`src/rtl/dtg_timing.sv`:
```
// dtg_timing: display timing generator for the VGA path.
//
// Two free-running 12-bit counters walk the raster: pixel_column over
// 0..H_TOTAL-1 and pixel_row over 0..V_TOTAL-1. From these it derives
// the sync pulses, the visible-area enable and a start-of-frame pulse.
// Every output is a register loaded from the *next* counter values. As a
// result, all outputs describe the coordinate currently on
// pixel_row/pixel_column, and there is no skew between outputs.
//
// Ports:
//   clk           pixel clock
//   rst_n         synchronous active-low reset
//   pix_ce        pixel clock enable (only when DTG_PIXCE_EN is defined)
//   horiz_sync    horizontal sync, asserted level = SYNC_POL
//   vert_sync     vertical sync, asserted level = SYNC_POL
//   video_on      high while the current coordinate is in the visible area
//   pixel_row     current line, 0..V_TOTAL-1
//   pixel_column  current pixel in line, 0..H_TOTAL-1
//   frame_start   high while the current coordinate is (0,0)
//
// Optional build macro:
//   DTG_PIXCE_EN  adds the pix_ce input. Counters and outputs advance only
//                 on edges where pix_ce=1 and hold otherwise. Reset does
//                 not depend on pix_ce.
//
// Reset parks the counters at the last coordinate of the frame. The first
// edge after reset is released therefore presents (0,0).
module dtg_timing #(
  parameter int   H_ACTIVE = 640,
  parameter int   H_FP     = 16,
  parameter int   H_SYNC   = 96,
  parameter int   H_BP     = 48,
  parameter int   V_ACTIVE = 480,
  parameter int   V_FP     = 10,
  parameter int   V_SYNC   = 2,
  parameter int   V_BP     = 33,
  parameter logic SYNC_POL = 1'b0
) (
  input  logic        clk,
  input  logic        rst_n,
`ifdef DTG_PIXCE_EN
  input  logic        pix_ce,
`endif
  output logic        horiz_sync,
  output logic        vert_sync,
  output logic        video_on,
  output logic [11:0] pixel_row,
  output logic [11:0] pixel_column,
  output logic        frame_start
);

  localparam int H_TOTAL = H_ACTIVE + H_FP + H_SYNC + H_BP;
  localparam int V_TOTAL = V_ACTIVE + V_FP + V_SYNC + V_BP;

  localparam logic [11:0] H_LAST = 12'(H_TOTAL - 1);
  localparam logic [11:0] V_LAST = 12'(V_TOTAL - 1);

  // Window bounds are held at 13 bits so that a total of exactly 4096
  // does not wrap the upper bound to zero.
  localparam logic [12:0] H_ACT_END  = 13'(H_ACTIVE);
  localparam logic [12:0] H_SYNC_BEG = 13'(H_ACTIVE + H_FP);
  localparam logic [12:0] H_SYNC_END = 13'(H_ACTIVE + H_FP + H_SYNC);
  localparam logic [12:0] V_ACT_END  = 13'(V_ACTIVE);
  localparam logic [12:0] V_SYNC_BEG = 13'(V_ACTIVE + V_FP);
  localparam logic [12:0] V_SYNC_END = 13'(V_ACTIVE + V_FP + V_SYNC);

  logic        adv;
  logic [11:0] col_nxt;
  logic [11:0] row_nxt;
  logic [12:0] col_ext;
  logic [12:0] row_ext;
  logic        hs_nxt;
  logic        vs_nxt;
  logic        vo_nxt;
  logic        fs_nxt;

`ifdef DTG_PIXCE_EN
  assign adv = pix_ce;
`else
  assign adv = 1'b1;
`endif

  always_comb begin
    col_nxt = pixel_column + 12'd1;
    row_nxt = pixel_row;
    if (pixel_column == H_LAST) begin
      col_nxt = 12'd0;
      // The row advances, or wraps, on the same edge as the column wrap.
      row_nxt = (pixel_row == V_LAST) ? 12'd0 : pixel_row + 12'd1;
    end

    col_ext = {1'b0, col_nxt};
    row_ext = {1'b0, row_nxt};

    vo_nxt = (col_ext < H_ACT_END) && (row_ext < V_ACT_END);
    hs_nxt = ((col_ext >= H_SYNC_BEG) && (col_ext < H_SYNC_END)) ? SYNC_POL : ~SYNC_POL;
    vs_nxt = ((row_ext >= V_SYNC_BEG) && (row_ext < V_SYNC_END)) ? SYNC_POL : ~SYNC_POL;
    fs_nxt = (col_nxt == 12'd0) && (row_nxt == 12'd0);
  end

  always_ff @(posedge clk) begin
    if (!rst_n) begin
      pixel_column <= H_LAST;
      pixel_row    <= V_LAST;
      video_on     <= 1'b0;
      frame_start  <= 1'b0;
      horiz_sync   <= ~SYNC_POL;
      vert_sync    <= ~SYNC_POL;
    end else if (adv) begin
      pixel_column <= col_nxt;
      pixel_row    <= row_nxt;
      video_on     <= vo_nxt;
      frame_start  <= fs_nxt;
      horiz_sync   <= hs_nxt;
      vert_sync    <= vs_nxt;
    end
  end

endmodule

```
`config.mk`:
```
export PLATFORM = sky130hd
export DESIGN_NAME = dtg_timing
export DESIGN_NICKNAME = d
export VERILOG_FILES = /design/src/rtl/dtg_timing.sv
export SDC_FILE = /design/constraint.sdc
export NUM_CORES = 1
export LEC_CHECK = 0
export CORE_MARGIN = 2
export CORE_UTILIZATION = 25
export CTS_CLUSTER_SIZE = 10
export DETAILED_ROUTE_END_ITERATION = 6
export SLEW_MARGIN = 10
export SYNTH_ARGS = -nofsm -noshare
export SYNTH_HDL_FRONTEND = slang
export SYNTH_SLANG_ARGS = --single-unit
```
`constraint.sdc`:
```
create_clock -name clk -period 5.8 [get_ports clk]
set_input_delay 1.74 -clock clk [delete_from_list [all_inputs] [get_ports clk]]
set_output_delay 1.74 -clock clk [all_outputs]
set_load 0.005 [all_outputs]
```
Word level (Yosys, flattened, before mapping) --
Index checks and enable logic that the tools add are counted.
Storage, ports and cells: bits in registers 28, input bits 2, word-level logic and storage cells 27
Operators by class: reductions and logical operators 6, order comparisons 6, mux-type cells 5, $add $sub $neg 2, eq/ne operators 2
Operators by type and width (number):
- $mux W12 | 3
- $add A12 B1 Y12 const B | 2
- $eq A12 B10 Y1 const B | 2
- $logic_not A12 Y1 | 2
- $lt A12 B10 Y1 const B | 2
- $lt A12 B9 Y1 const B | 2
- $ge A12 B10 Y1 const B | 1
- $ge A12 B9 Y1 const B | 1
- $logic_and A1 B1 Y1 | 4
- $mux W1 | 2

Depth between registers and ports, before layout --
Gate-level depths: netlist of the first run.
depth in word-level cells 6, gate-level depth with buffers 9, depth with buffers taken out 8

Least setup slack after synthesis of the first run --
Ideal clock, no wire load.
path type register to register, from register pixel_column[0], to register frame_start, data arrival time 2.390 ns, path buffers 1, setup slack 3.306 ns, cell stages (with the launch flop) 9, cell sequence dfxtp_1 -> ha_1 -> clkbuf_1 -> nand4_1 -> or4_4 -> o21ai_1 -> o31a_1 -> nand4b_1 -> a2111oi_2
On the way: word-level cells in the longest chain between the ends 4
Ends and longest elaborated chain:
- start, declared | RTL line 48 | output logic [11:0] pixel_column,
- start signal, assigned | RTL line 110 | pixel_column <= col_nxt;
- $add A12 B1 Y12 or $eq A12 B10 Y1 (tied branches) | RTL line 84, 86
- $mux W12 | RTL line 86 | if (pixel_column == H_LAST) begin
- $logic_not A12 Y1 | RTL line 98 | fs_nxt = (col_nxt == 12'd0) && (row_nxt == 12'd0);
- $logic_and A1 B1 Y1 * | RTL line 98
- end signal, assigned | RTL line 113 | frame_start <= fs_nxt;
- end, declared | RTL line 49 | output logic frame_start
Every way passes the cells marked *; elsewhere a longest branch is shown, timed or not. A chain may end at the register's enable or synchronous reset.

==> results.py, run 1 <==
metrics = {
    "cells_and_area": {
        "area_delta_synth_final_pct": 21.5,
        "finalCoreUtilization_pct": 31.7,
        "finalNonFillerCells": 336,
        "num-nets-final": 248,
        "diodes": 0,
        "final_layout_size_suffix_gt1_share_pct": 6.67,
    },
    "routing": {
        "viasPerCell": 5.15,
        "wl_per_cell_um": 14.5,
        "drt_iter0_drc": 91,
        "ant_nets": 0,
        "drc": 0,
        "routed_wl_mm": 4.89,
        "drtPass1Iterations": 5,
        "dr_total_vias": 1730,
    },
    "hold_path": {
        "hp-class": "flop to flop",
        "hold_path.startpoint": "pixel_row[1]",
    },
    "global_routing": {
        "grt.total_usage_pct": 13.3,
        "grt_start_max_net_pins": 17,
        "grt_pass1_vias": 1654,
        "grt_pass1_wl_mm": 8.42,
        "gr-total-overflow": 0,
        "antenna_found_initial": 0,
    },
    "cts": {
        "clock_sinks": 28,
        "cts_inserted_buffers": 3,
        "h-tree-depth": 1,
        "clkTransAtPathRegs_ps": 90,
        "tritoncts": "yes",
        "cts_setup_buffers": 0,
        "max-clock-path-buffers": 2,
        "cts_resized": 0,
        "clk_latency_ps": 270,
        "root_buffer": "clkbuf_8",
        "ctsHoldBuffers": 0,
    },
    "critical_path": {
        "endpoint_kind": "flop",
        "crit_path_start": "rst_n",
        "start_kind": "primary input",
        "path_cells": "clkdlybuf4s50_1 -> inv_1 -> a2111oi_4 -> nand4b_1 -> a2111oi_2",
        "path_max_fanout": 16,
        "worst_path_largest_cell_delay_ps": 760,
        "arrival_ps": 3530,
        "cp.required_ps": 5980,
        "crit_type": "primary input to flop",
        "slowest_stage": "clkdlybuf4s50_1",
        "rr_startpoint": "pixel_column[0]",
    },
    "logic_synthesis": {
        "ys_top_cells_by_count": "dfxtp_1, nor2_1, nand2_1, nand3_1",
        "mappedNetlistNets": 228,
        "ys_seq_area_share_pct": 31.3,
        "synth-edff-count": 0,
        "synth_top_area_cell": "dfxtp_1",
        "avgSynthCellArea_sq_um": 8.07,
        "synth-seq-cells": 28,
        "ys_types": 49,
        "synth_most_common_cell": "dfxtp_1",
        "syn_area_sq_um": 1790,
        "async_flop_share_pct": 0,
        "synth_top_area_share_pct": 31.3,
        "synthFlopType": "dfxtp_1",
        "ys_top_cells_by_area": "dfxtp_1, xnor2_1, nor2_1, nand3_1, nand4_1",
        "synthesis.instances": 222,
        "yosysWarnings": 0,
    },
    "timing": {
        "fin_crit_ps": 3350,
        "whs_ps": 596,
        "finalClockSkew_ps": 2.33,
        "final.period_utilization_pct": 57.8,
        "hold_violations": 0,
        "setup_tns_ps": 0,
        "timing.fmax_ghz": 0.298,
        "maxSlewHeadroom_pct": 57.2,
        "rsz0062_at_grt": "no",
        "slew_viol_final": 0,
        "finalSetupViolations": 0,
        "worstMarginPinSlew_ps": 639,
    },
    "power_and_ir_drop": {
        "leakage_nw": 0.721,
        "power_density_nw_per_um2": 416,
        "peakVddDrop_uv": 190,
        "total_power_uw": 906,
    },
    "placement": {
        "port_buffers": 29,
        "gp_congestion": 0.871,
        "dp_cells": 333,
        "place_hpwl_mm": 3.65,
    },
    "floorplanning": {
        "die-height_um": 88.7,
        "die_width_um": 88.7,
        "start_util_pct": 26.1,
        "dieArea_sq_um": 7860,
        "core_area_sq_um": 6870,
        "io_pins": 30,
        "rows": 30,
    },
    "flow_run": {
        "cap_violations": 0,
    },
    "status": {
        "outcome": "finished, final reports clean",
    },
}
[report_power, final]
part	switching, mW	total, mW	internal, mW
Clock	0.0594	0.106	0.0467
Sequential	0.0917	0.322	0.230
Combinational	0.256	0.478	0.222
Total	0.407	0.906	0.499
[critical path, delay by kind of cell]
family,cells,cell delay (ps)
simple gates,1,140
buf+inv,2,1140
compound gates,2,500
[layout by cell type, fill, tap and decap left out, drive strengths merged, types with 11 or more instances in the layout]
| master | count |
|---|---|
| clkdlybuf4s50 | 29 |
| dfxtp | 28 |
| nand2 | 16 |
| nand3 | 15 |
| nand4 | 11 |
| nor2 | 23 |
| o21ai | 13 |
| xnor2 | 11 |
[logic make-up after synthesis]
| group | share of synthesized area (%) |
|---|---|
| AOI/OAI and AO/OA | 16.8 |
| buffers and inverters | 5.59 |
| xor gates and xnor gates | 7.82 |
| adders and majority gates | 2.79 |
| and+or+nand+nor | 35.1 |
| muxes | 0.628 |
| DFF | 31.3 |
[flip-flops by register name (all words and copies together) (netlist names)]
register / cells
vert_sync: 1
pixel_column: 12
pixel_row: 12
horiz_sync: 1
video_on: 1
frame_start: 1
[per-layer routing]
| layer | GRT usage [%] | up-vias | share of wire (%) |
|---|---|---|---|
| met5 | 0 | - | 0 |
| met4 | 3.03 | 0 | 0.88 |
| met3 | 2.61 | 6 | 6.1 |
| met2 | 21.2 | 50 | 45 |
| met1 | 18.6 | 827 | 48 |
| li1 | - | 847 | - |
[worst paths after layout]
kind / endpoint / slack (ps) / depth (start not counted)
worst max register to register: frame_start / 2890 / 7
worst min-delay path: pixel_row[1] / 600 / 2
worst max-delay path: frame_start / 2450 / 5
worst min register to register: pixel_row[1] / 600 / 2
[area by class of cell]
class	instances	area (sq um)
Tap cell	96	120
Timing Repair Buffer	29	290
Sequential cell	28	561
Fill cell	740	4690
Multi-Input combinational cell	171	1130
Clock buffer	3	41.3
Inverter	9	33.8
[through the flow]
step / area (sq um) / setup WS [ps]
finish: 2180 / 2450
global route: 2180 / 2270
CTS: 2180 / 2410
detailed placement: 2140 / 2120
global placement: 2140 / 2200
floorplan: 1790 / 3310
Note: power is estimated with default switching activity, not from simulation.
==> inputs of run 2 (changes only) <==
==> constraint.sdc (replaced) <==
create_clock -name clk -period 3.35 [get_ports clk]
set_input_delay 1.005 -clock clk [delete_from_list [all_inputs] [get_ports clk]]
set_output_delay 1.005 -clock clk [all_outputs]
set_load 0.005 [all_outputs]
==> run 2 against run 1 <==
  * Register-to-register slack got worse by 2300 ps
  * Power increased by 73%
  * Final cell count increased by 0.60%
  * Combinational power increased by 73%
  * Critical path depth increased by 2
  * Global-route usage decreased by 0.34 points
  * Non-clock buffer count increased by 2
  * Hold slack got worse by 10 ps
  * First-iteration DRC count increased by 14%
  * Sequential power increased by 72%
  * Sequential share of layout area decreased by 0.18 points
  * Sequential cell count unchanged
  * Critical path type is now flop to flop
==> results.py, run 2 (synthesis gave the netlist of run 1 again) <==
metrics = {
    "status": {
        "outcome": "finished, final reports clean",
    },
    "global_routing": {
        "grt.total_usage_pct": 13.0,
        "grt_start_max_net_pins": 17,
        "gr-total-overflow": 0,
        "grt_pass1_wl_mm": 8.11,
        "grt_pass1_vias": 1658,
        "antenna_found_initial": 0,
    },
    "routing": {
        "ant_nets": 0,
        "wl_per_cell_um": 14.0,
        "drt_iter0_drc": 104,
        "viasPerCell": 5.03,
        "dr_total_vias": 1700,
        "drc": 0,
        "drtPass1Iterations": 4,
        "routed_wl_mm": 4.72,
    },
    "timing": {
        "worstMarginPinSlew_ps": 635,
        "rsz0062_at_grt": "no",
        "hold_violations": 0,
        "fin_crit_ps": 2740,
        "slew_viol_final": 0,
        "timing.fmax_ghz": 0.365,
        "setup_tns_ps": 0,
        "finalSetupViolations": 0,
        "maxSlewHeadroom_pct": 57.6,
        "finalClockSkew_ps": 2.26,
        "final.period_utilization_pct": 81.8,
    },
    "hold_path": {
        "hold_path.startpoint": "pixel_column[0]",
        "hold_end": "pixel_column[0]",
        "hp-class": "flop to flop",
        "whs_path_depth": 1,
    },
    "cts": {
        "cts_resized": 0,
        "max-clock-path-buffers": 2,
        "clkTransAtPathRegs_ps": 90,
        "cts_inserted_buffers": 3,
        "clk_latency_ps": 280,
        "ctsHoldBuffers": 0,
        "h-tree-depth": 1,
        "clock_sinks": 28,
        "tritoncts": "yes",
        "root_buffer": "clkbuf_8",
        "cts_setup_buffers": 0,
    },
    "placement": {
        "place_hpwl_mm": 3.48,
        "port_buffers": 29,
        "placed_area_sq_um": 2150,
        "gp_congestion": 0.871,
    },
    "power_and_ir_drop": {
        "internal_power_uw": 873,
        "power_density_nw_per_um2": 714,
        "peakVddDrop_uv": 352,
        "pwr-share-comb_pct": 52.7,
        "p_clk_share_pct": 11.9,
        "leakage_nw": 0.730,
        "p_seq_share_pct": 35.4,
        "switchingPower_uw": 692,
        "switching_share_pct": 44.2,
    },
    "critical_path": {
        "cp.required_ps": 3500,
        "reg2reg_to": "vert_sync",
        "ff2ff_setup_slack_ps": 610,
        "path_max_fanout": 9,
        "start_kind": "flop",
        "critPathTopFamily": "simple AND/OR/NAND/NOR gates",
        "crit_type": "flop to flop",
        "endpoint_kind": "flop",
        "slowest_stage": "nor4_4",
        "worst_path_largest_cell_delay_ps": 480,
        "crit_top_cell": "nand4_1",
        "rr_worst_depth": 7,
        "rr_startpoint": "pixel_column[0]",
        "path_buf_inv": 0,
        "path_cells": "ha_1 -> nand4_1 -> nor4_4 -> nand4_1 -> xor2_1 -> nor4b_2 -> nand4_1",
        "arrival_ps": 2900,
    },
    "cells_and_area": {
        "final_layout_size_suffix_gt1_share_pct": 7.44,
        "diodes": 0,
        "num-fill-cells": 736,
        "num-nets-final": 250,
        "reg_top3": "pixel_column x12, pixel_row x12",
        "final_common_cell": "clkdlybuf4s50_1",
        "area_delta_synth_final_pct": 22.3,
        "stdcell_area_sq_um": 2190,
        "layout_common_cells": "clkdlybuf4s50_1, dfxtp_1, nor2_1, nand2_1, nand3_1",
    },
    "floorplanning": {
        "dieArea_sq_um": 7860,
        "start_util_pct": 26.1,
        "die-height_um": 88.7,
        "core_area_sq_um": 6870,
        "rows": 30,
        "die_width_um": 88.7,
        "io_pins": 30,
    },
    "flow_run": {
        "cap_violations": 0,
    },
}
run 2: layout make-up:
class	instances	area [sq um]	area share, %
clock buffers	3	41.3	1.88
inverters	9	33.8	1.54
multi-input cells	171	1130	51.6
flip-flops and latches	28	561	25.6
well taps	96	120	5.48
repair buffers	31	305	13.9
run 2: worst max path at each step:
| stage | startpoint | end | cells past startpoint |
|---|---|---|---|
| floorplan | pixel_column[0] | frame_start | 8 |
| global placement | pixel_column[0] | frame_start | 7 |
| detailed placement | pixel_column[0] | vert_sync | 7 |
| CTS | pixel_column[0] | vert_sync | 7 |
| global route | pixel_column[0] | frame_start | 7 |
| finish | pixel_column[0] | vert_sync | 7 |
run 2: stage by stage:
| step | std cells | setup slack [ps] | hold slack [ps] | power, mW | util, % |
|---|---|---|---|---|---|
| 2_1_floorplan | 222 | 856 | 528 | 1.12 | - |
| 3_5_place_dp | 335 | 624 | 576 | 1.38 | 31.3 |
| 5_1_grt | 338 | 276 | 642 | 1.69 | 31.9 |
| 6_report | 338 | 609 | 586 | 1.57 | 31.9 |
| 3_3_place_gp | 335 | 767 | 567 | 1.38 | 31.3 |
| 4_1_cts | 338 | 616 | 600 | 1.57 | 31.9 |
run 2: routing by layer:
metal / routed length, um / GRT usage (%)
met1: 2190 / 18.0
met2: 2240 / 21.4
met3: 280 / 2.61
met4: 20 / 1.79
met5: 0 / 0
run 2: power groups by stage:
stage                     clock network, mW  registers [mW]  logic (mW)
final                                 0.186           0.554       0.825
after global routing                  0.204           0.573       0.913
after CTS                             0.193           0.552       0.824
after detailed placement                  0           0.560       0.819
after global placement                    0           0.561       0.821
after floorplan                           0           0.465       0.652
==> inputs of run 3 (changes only) <==
==> constraint.sdc (replaced) <==
create_clock -name clk -period 2.2 [get_ports clk]
set_input_delay 0.66 -clock clk [delete_from_list [all_inputs] [get_ports clk]]
set_output_delay 0.66 -clock clk [all_outputs]
set_load 0.005 [all_outputs]
==> run 3 against run 2 <==
  * Clock skew up 4.6 ps
  * Sequential share of layout area shrank 3.1 points
  * Cell area increased by 16%
  * Die area unchanged
  * Count of clock-buffer cells in the layout unchanged
  * Via count is 11% higher
  * Fmax up 25%
  * Global-route usage increased by 1.2 points
  * Worst setup slack worse by 600 ps
  * Combinational power up 100%
  * Power up 81%
  * Critical path type unchanged
==> results.py, run 3 (synthesis gave the netlist of run 1 again) <==
metrics = {
    "critical_path": {
        "crit_path_start": "pixel_column[10]",
        "path_max_fanout": 3,
        "start_kind": "flop",
        "cp.required_ps": 2390,
        "endpoint_kind": "flop",
        "rr_startpoint": "pixel_column[10]",
        "arrival_ps": 2390,
        "rr_worst_depth": 6,
        "ff2ff_setup_slack_ps": 6,
        "reg2reg_to": "frame_start",
        "crit_type": "flop to flop",
    },
    "cts": {
        "max-clock-path-buffers": 2,
        "clk_latency_ps": 280,
        "clock_sinks": 28,
        "clkTransAtPathRegs_ps": 100,
        "tritoncts": "yes",
        "cts_inserted_buffers": 3,
        "root_buffer": "clkbuf_8",
        "h-tree-depth": 1,
    },
    "cells_and_area": {
        "layout_common_cells": "buf_4, clkdlybuf4s50_1, dfxtp_1, nor2_1, nand2_1",
        "num-nets-final": 281,
        "final_layout_size_suffix_gt1_share_pct": 22.6,
        "finalNonFillerCells": 370,
        "final_common_cell": "buf_4",
        "area_delta_synth_final_pct": 41.4,
        "reg_top3": "pixel_column x12, pixel_row x12",
        "diodes": 0,
        "stdcell_area_sq_um": 2530,
    },
    "routing": {
        "drt_iter0_drc": 110,
        "ant_nets": 0,
        "drtPass1Iterations": 4,
        "wl_per_cell_um": 14.5,
        "dr_total_vias": 1881,
        "routed_wl_mm": 5.35,
        "drc": 0,
        "viasPerCell": 5.08,
    },
    "global_routing": {
        "grt.total_usage_pct": 14.2,
        "gr-total-overflow": 0,
        "antenna_found_initial": 0,
        "grt_pass1_vias": 1824,
        "grt_start_max_net_pins": 17,
        "grt_pass1_wl_mm": 8.71,
    },
    "hold_path": {
        "whs_path_depth": 2,
        "hold_end": "pixel_column[1]",
        "hp-class": "flop to flop",
        "hold_path.startpoint": "pixel_column[1]",
    },
    "timing": {
        "rsz0062_at_grt": "yes",
        "fin_ws_ps": 5.76,
        "setup_tns_ps": 0,
        "timing.fmax_ghz": 0.456,
        "maxSlewHeadroom_pct": 68.2,
        "fin_crit_ps": 2190,
        "finalClockSkew_ps": 6.84,
        "hold_violations": 0,
        "final.period_utilization_pct": 99.7,
        "finalSetupViolations": 0,
        "worstMarginPinSlew_ps": 472,
        "slew_viol_final": 0,
    },
    "floorplanning": {
        "rows": 30,
        "core_area_sq_um": 6870,
        "dieArea_sq_um": 7860,
        "start_util_pct": 26.1,
        "die_width_um": 88.7,
        "die-height_um": 88.7,
        "io_pins": 30,
    },
    "flow_run": {
        "cap_violations": 0,
    },
    "placement": {
        "port_buffers": 29,
        "place_hpwl_mm": 4.10,
        "dp_slack_ps": -64.5,
        "gp_congestion": 0.859,
        "placed_area_sq_um": 2400,
        "dp_cells": 365,
    },
    "power_and_ir_drop": {
        "power_density_nw_per_um2": 1120,
        "leakage_nw": 0.913,
        "peakVddDrop_uv": 384,
    },
    "status": {
        "outcome": "finished, final reports clean",
    },
}
-- run 3: changes by cell type in the layout (fill, tap and decap cells not counted), sizes merged --
cell    before  now
buf          2   33
bufinv       0    1
-- run 3: routing by layer --
metal / global-route usage, % / part of all wire, % / vias up
li1: - / - / 915
met5: 0 / 0 / -
met4: 4.13 / 0.88 / 0
met2: 24.0 / 49 / 61
met3: 3.08 / 6.4 / 7
met1: 18.1 / 44 / 898
-- run 3: layout make-up --
class                   instances  area (sq um)
clock buffers                   3          41.3
clock inverters                 1          30.0
fillers                       708          4340
inverters                       9          33.8
multi-input cells             171          1200
flip-flops and latches         28           569
well taps                      96           120
repair buffers                 62           538
-- run 3: per-stage QoR --
step	hold slack (ps)	power, mW	util, %
floorplan	503	1.73	-
global placement	549	2.34	34.9
detailed placement	563	2.36	34.9
CTS	592	2.82	36.2
global route	613	3.06	36.9
finish	584	2.84	36.9
-- run 3: how the worst max path moves through the flow --
stage                  endpoint  slack (ps)
global route        frame_start        -120
finish              frame_start           6
CTS                 frame_start         -10
floorplan           frame_start         -40
global placement    frame_start          30
detailed placement  frame_start         -60
-- run 3: worst max-delay path: stages (launching register included) --
cell       delay [ps]
dfxtp_2           330
or4b_4            580
or4_4             550
o21ai_1           140
o31a_1            170
nand4b_1          120
a2111oi_2         210
-- run 3: power breakdown --
group	internal, mW	leakage, nW	switching [mW]
combinational	0.804	0.648	0.851
clock	0.244	0.0357	0.175
sequential	0.612	0.229	0.153
-- run 3: timing repair --
action,in CTS,in global routing
hold buffers,0,0
endpoints found under the setup margin,1,4
setup buffers,0,1
resized for setup,4,8
pin swaps,0,1
